## config.mk

```make
export PLATFORM = sky130hd
export DESIGN_NAME = ulpi_tx_framer
export DESIGN_NICKNAME = d
export VERILOG_FILES = /design/src/rtl/ulpi_tx_framer.sv
export SDC_FILE = /design/constraint.sdc
export NUM_CORES = 1
export LEC_CHECK = 0
export ABC_CLOCK_PERIOD_IN_PS = 3600
export CAP_MARGIN = 20
export CORE_MARGIN = 2
export CORE_UTILIZATION = 54
export DETAILED_ROUTE_END_ITERATION = 8
export PLACE_DENSITY = 0.9
export SLEW_MARGIN = 10
export SYNTH_ARGS = -nofsm -noshare
export SYNTH_HDL_FRONTEND = slang
export SYNTH_SLANG_ARGS = --single-unit
```

## constraint.sdc

```tcl
create_clock -name clock -period 3.6 [get_ports clock]
set_clock_uncertainty 0.2 [all_clocks]
set_input_delay 0.72 -clock clock [delete_from_list [all_inputs] [get_ports clock]]
set_output_delay 0.72 -clock clock [all_outputs]
set_load 0.02 [all_outputs]
```

## src/rtl/ulpi_tx_framer.sv

```systemverilog
`default_nettype none
// ============================================================================
//  Module      : ulpi_tx_framer
//  Description : Converts AXI-Stream byte packets from the USB packet encoder
//                into the ULPI link-side transmit protocol. The first byte
//                (PID) is sent as a TXCMD, payload bytes advance on NXT, and
//                the packet ends with a one-cycle STP. PHY bus takeover (DIR),
//                upstream underrun and malformed PIDs abort the packet and
//                drain the rest of it from upstream.
//  Ports       :
//    clock, reset        - 60 MHz ULPI clock, synchronous active-high reset
//    s_tvalid/s_tready/s_tlast/s_tdata - AXI-Stream byte input
//    ulpi_dir_i          - PHY owns the bus when high
//    ulpi_nxt_i          - PHY accepted the byte on ulpi_data_o
//    ulpi_stp_o          - ULPI STP (registered)
//    ulpi_data_o         - link-driven ULPI data (registered)
//    busy_o              - framer is not idle
//    done_o              - pulse, packet ended with a normal STP
//    err_o               - pulse, packet aborted / underrun / bad PID
//  Revision    : 1.0 - initial release
// ============================================================================
module ulpi_tx_framer #(
  parameter int TX_GAP   = 2,
  parameter int GAP_BITS = 4
) (
  input  logic       clock,
  input  logic       reset,
  input  logic       s_tvalid,
  output logic       s_tready,
  input  logic       s_tlast,
  input  logic [7:0] s_tdata,
  input  logic       ulpi_dir_i,
  input  logic       ulpi_nxt_i,
  output logic       ulpi_stp_o,
  output logic [7:0] ulpi_data_o,
  output logic       busy_o,
  output logic       done_o,
  output logic       err_o
);

  typedef enum logic [2:0] {
    S_IDLE  = 3'd0,
    S_SEND  = 3'd1,
    S_STOP  = 3'd2,
    S_DRAIN = 3'd3,
    S_GAP   = 3'd4
  } state_t;

  localparam logic [GAP_BITS-1:0] C_GAP_LOAD = GAP_BITS'(TX_GAP);

  state_t              state_q, state_d;
  logic [7:0]          data_q, data_d;
  logic                stp_q, stp_d;
  logic                last_q, last_d;      // byte on the bus is the packet's last
  logic                under_q, under_d;    // underrun abort still needs a drain
  logic [GAP_BITS-1:0] gap_q, gap_d;
  logic                done_q, done_d;
  logic                err_q, err_d;
  logic                w_pid_ok;

  // PID check nibble must be the ones-complement of the PID nibble.
  assign w_pid_ok = (s_tdata[7:4] == ~s_tdata[3:0]);

  always_comb begin
    state_d  = state_q;
    data_d   = data_q;
    stp_d    = 1'b0;
    last_d   = last_q;
    under_d  = under_q;
    gap_d    = gap_q;
    done_d   = 1'b0;
    err_d    = 1'b0;
    s_tready = 1'b0;

    case (state_q)
      S_IDLE: begin
        s_tready = s_tvalid && !ulpi_dir_i;
        if (s_tvalid && !ulpi_dir_i) begin
          if (w_pid_ok) begin
            data_d  = {4'b0100, s_tdata[3:0]};
            last_d  = s_tlast;
            state_d = S_SEND;
          end else begin
            err_d = 1'b1;
            if (s_tlast) begin
              gap_d   = C_GAP_LOAD;
              state_d = S_GAP;
            end else begin
              state_d = S_DRAIN;
            end
          end
        end
      end

      S_SEND: begin
        // DIR wins over NXT: the PHY has taken the bus, so no STP is driven.
        if (ulpi_dir_i) begin
          data_d = 8'h00;
          err_d  = 1'b1;
          if (last_q) begin
            gap_d   = C_GAP_LOAD;
            state_d = S_GAP;
          end else begin
            state_d = S_DRAIN;
          end
        end else if (ulpi_nxt_i && last_q) begin
          data_d  = 8'h00;
          stp_d   = 1'b1;
          done_d  = 1'b1;
          under_d = 1'b0;
          state_d = S_STOP;
        end else if (ulpi_nxt_i && s_tvalid) begin
          s_tready = 1'b1;
          data_d   = s_tdata;
          last_d   = s_tlast;
        end else if (ulpi_nxt_i) begin
          // Underrun: STP with FFh forces a bit-stuff error so the host
          // discards the truncated packet.
          data_d  = 8'hFF;
          stp_d   = 1'b1;
          err_d   = 1'b1;
          under_d = 1'b1;
          state_d = S_STOP;
        end
      end

      S_STOP: begin
        data_d = 8'h00;
        if (under_q) begin
          under_d = 1'b0;
          state_d = S_DRAIN;
        end else begin
          gap_d   = C_GAP_LOAD;
          state_d = S_GAP;
        end
      end

      S_DRAIN: begin
        s_tready = 1'b1;
        if (s_tvalid && s_tlast) begin
          gap_d   = C_GAP_LOAD;
          state_d = S_GAP;
        end
      end

      S_GAP: begin
        if (gap_q == '0) begin
          state_d = S_IDLE;
        end else begin
          gap_d = gap_q - 1'b1;
        end
      end

      default: begin
        state_d = S_IDLE;
        data_d  = 8'h00;
      end
    endcase

    // Nothing is accepted while reset is held.
    if (reset) begin
      s_tready = 1'b0;
    end
  end

  always_ff @(posedge clock) begin
    if (reset) begin
      state_q <= S_IDLE;
      data_q  <= 8'h00;
      stp_q   <= 1'b0;
      last_q  <= 1'b0;
      under_q <= 1'b0;
      gap_q   <= '0;
      done_q  <= 1'b0;
      err_q   <= 1'b0;
    end else begin
      state_q <= state_d;
      data_q  <= data_d;
      stp_q   <= stp_d;
      last_q  <= last_d;
      under_q <= under_d;
      gap_q   <= gap_d;
      done_q  <= done_d;
      err_q   <= err_d;
    end
  end

  assign ulpi_data_o = data_q;
  assign ulpi_stp_o  = stp_q;
  assign busy_o      = (state_q != S_IDLE);
  assign done_o      = done_q;
  assign err_o       = err_q;

endmodule
`default_nettype wire
```

==> metrics.md <==
| Metric | Value |
|---|---|
| Power share of the clock group | 0.087 |
| Worst-path clk slew | 0.10 ns |
| Largest net degree at the start of global routing | 19 |
| CORE AREA | around 0.0022 mm² |
| Psw | between 0.5 and 0.6 mW |
| Vias in the first global route | 1123 |
| Port bufs | 26 |
| CTS Buffer Depth | 2 |
| Post_cts resized | 0 |
| Switching Fraction | 0.455 |
| Worst slew pin tran | 0.542 ns |
| Crit path capture type | output port |
| Std-Cell Rows | 17 |
| Net count after synthesis | 157 |
| Final Hold Fails | 0 |
| Cts bufs inserted | 3 |
| I/O pin count | 27 |
| R2r setup slk | 1.46 ns |
| GPL Wtd Cong | about 0.87 |
| Max-cap violation count | 0 |
| Latest clock arrival within the worst-skew pair | 0.30 ns |
| Synth warn | 0 |
| Area added between synthesis and finish | 23.9% |
| Clock sinks | 20 |
| CTS root buffer | clkbuf_4 |
| Initial core utilization | 0.570 |
| Final period util | 0.955 |
| Status | finished, final reports clean |
| Worst Hold Class | reg -> reg |
| Initial antenna violation count | 0 |
| Logic pwr share | 0.598 |
| Fin crit period | 3.44 ns |
| CTS tree | yes |
| Leak | 0.571 nW |
| Startpoint Class | input pin |
| CP required | between 2 and 3 ns |
| Max rail drop VDD | 0.501 mV |
| Setup TNS | 0 ns |
| Count of final max-slew check failures | 0 |
| Total Wirelength | 3080 µm |
| P_int | around 0.66 mW |
| Fill cells | 167 |
| Post-synth EDFFs | 0 |
| Fraction of registers with async set/reset | 0 |
| Post-CTS Hold Buffers | 0 |
| Post-DP HPWL | 2290 µm |
| DP Worst Slack | 0.180 ns |
| Final Worst Setup Slack | 0.163 ns |
| Area of the mapped netlist | roughly 0.0012 mm² |
| Grt total ovfl | 0 |
| Synth Flop Type | dfxtp_1 |
| Post-CTS Repair Setup Buffers | 0 |
| First-pass GRT wire length | 4930 µm |
| Relative slew slack | 0.638 |
| Max frequency | between 200 and 300 MHz |
| Layout cell share with drive strength beyond 1 | 0.172 |
| Critical path type | in -> out |
| Syn Area/Cell | 8.79 µm² |
| Routed Antenna Nets | 0 |
| Post-Synthesis Cells | 142 |
| Critical Path Fanout Max | 5 |
| RSZ-0062 raised after global routing | false |
| Via count | 1203 |
| Yosys cell types | 49 |
| Die X | 52.1 µm |
| Register share of total power | 0.316 |
| Critical Path AT | 2.52 ns |
| Power density cells | ~800 mW/mm² |
| H-tree depth | 1 |
| First-pass detailed-route iteration total | 4 |
| Die footprint | about 0.0027 mm² |
| Number of remaining DRC errors | 0 |
| WL/cell | about 16 µm |
| Tot GR Track Use | 0.243 |
| Sequential fraction of the synthesis area | 0.321 |
| Drt first-iter violations | 40 |
| Antenna cells | 0 |
| Via density per instance | 6.11 |
| Final setup vio count | 0 |
| Die Height | 52.1 µm |
| #FFs+latches synth | 20 |
| Nets | 186 |
## per-stage QoR
| stage | util | power, mW | hold WS, ns | cells | cell area, µm² |
|---|---|---|---|---|---|
| finish | 0.706 | 1.20 | 0.272 | 197 | 1550 |
| global route | 0.706 | 1.27 | 0.295 | 197 | 1550 |
| CTS | 0.706 | 1.20 | 0.273 | 197 | 1550 |
| detailed placement | 0.696 | 1.09 | 0.260 | 194 | 1530 |
| global placement | 0.696 | 1.06 | 0.248 | 194 | 1530 |
| floorplan | - | 0.906 | 0.274 | 142 | 1250 |
## area by class of cell
type                            count  area [µm²]  share of cell area
Clock buffer                        3        22.5              0.0146
Timing Repair Buffer               30         290               0.188
Sequential cell                    20         400               0.259
Tap cell                           28        35.0              0.0226
Multi-Input combinational cell    108         767               0.496
Inverter                            8        32.5              0.0210
## metal layers
| layer | part of all wire | routed length (µm) | track usage |
|---|---|---|---|
| met4 | 0.022 | 68 | 0.127 |
| met3 | 0.054 | 167 | 0.0287 |
| met1 | 0.43 | 1320 | 0.297 |
| met2 | 0.50 | 1530 | 0.414 |
| met5 | 0 | 0 | 0 |
## cells by family (layout without fill, tap and decap cells)
family / Yosys count / after routing / synth area share
buffers and inverters: 14 / 41 / 0.0651
adder cells (fa/ha/maj): 1 / 1 / 0.0100
AO/OA/AOI/OAI: 38 / 38 / 0.233
XOR/XNOR: 4 / 4 / 0.0281
flip-flops: 20 / 20 / 0.321
AND/OR/NAND/NOR: 55 / 55 / 0.259
multiplexers: 10 / 10 / 0.0842
## flip-flops by register name, summed over array words and instances, names as in the netlist
name,flops
ulpi_data_o,8
under_q,1
done_o,1
last_q,1
gap_q,4
state_q,3
err_o,1
ulpi_stp_o,1
## worst max-delay path, stage by stage
cell             delay [ns]
clkdlybuf4s50_1        0.49
nand2_1                0.12
o31ai_1                0.32
o221a_2                0.26
clkdlybuf4s50_1        0.61
## path summary, 6_finish.rpt
check,cells after the start,from,end
min,2,ulpi_data_o[3],ulpi_data_o[3]
max reg2reg,5,state_q[1],gap_q[1]
min reg2reg,2,ulpi_data_o[3],ulpi_data_o[3]
max,5,s_tvalid,s_tready
## placed cells by master (no fill, tap or decap), drive strengths merged, types with 3 or more instances in the layout
cell and instances:
nand2 15, nand2b 3, xor2 4, and2 3, inv 7, nand4 3, buf 4, nor2 9
mux2 4, clkdlybuf4s50 26, a311oi 3, mux2i 6, nor3 7, o21ai 9, dfxtp 20, clkbuf 3
nor2b 5, o31ai 3, a21oi 8, a21boi 3
## power by group through the flow
stage	sequential [mW]	combinational (mW)	clock, mW
floorplan	0.369	0.537	0
global placement	0.376	0.688	0
detailed placement	0.381	0.708	0
CTS	0.377	0.715	0.106
global route	0.391	0.767	0.111
finish	0.380	0.719	0.104
## cells in the mapped netlist, types with 3 or more instances
library cell	n	area, µm²
dfxtp_1	20	400
nand2_1	13	48.8
nor2_1	9	33.8
o21ai_0	7	35.0
a21oi_1	6	30.0
inv_1	6	22.5
mux2i_1	6	60.1
nor2b_1	5	31.3
nor3_1	4	20.0
xor2_1	4	35.0
a21boi_1	3	22.5
buf_6	3	33.8
mux2_2	3	33.8
nand4_1	3	18.8
nor3_2	3	30.0
o31ai_1	3	22.5
No activity file was read; power rests on OpenSTA's default activity.
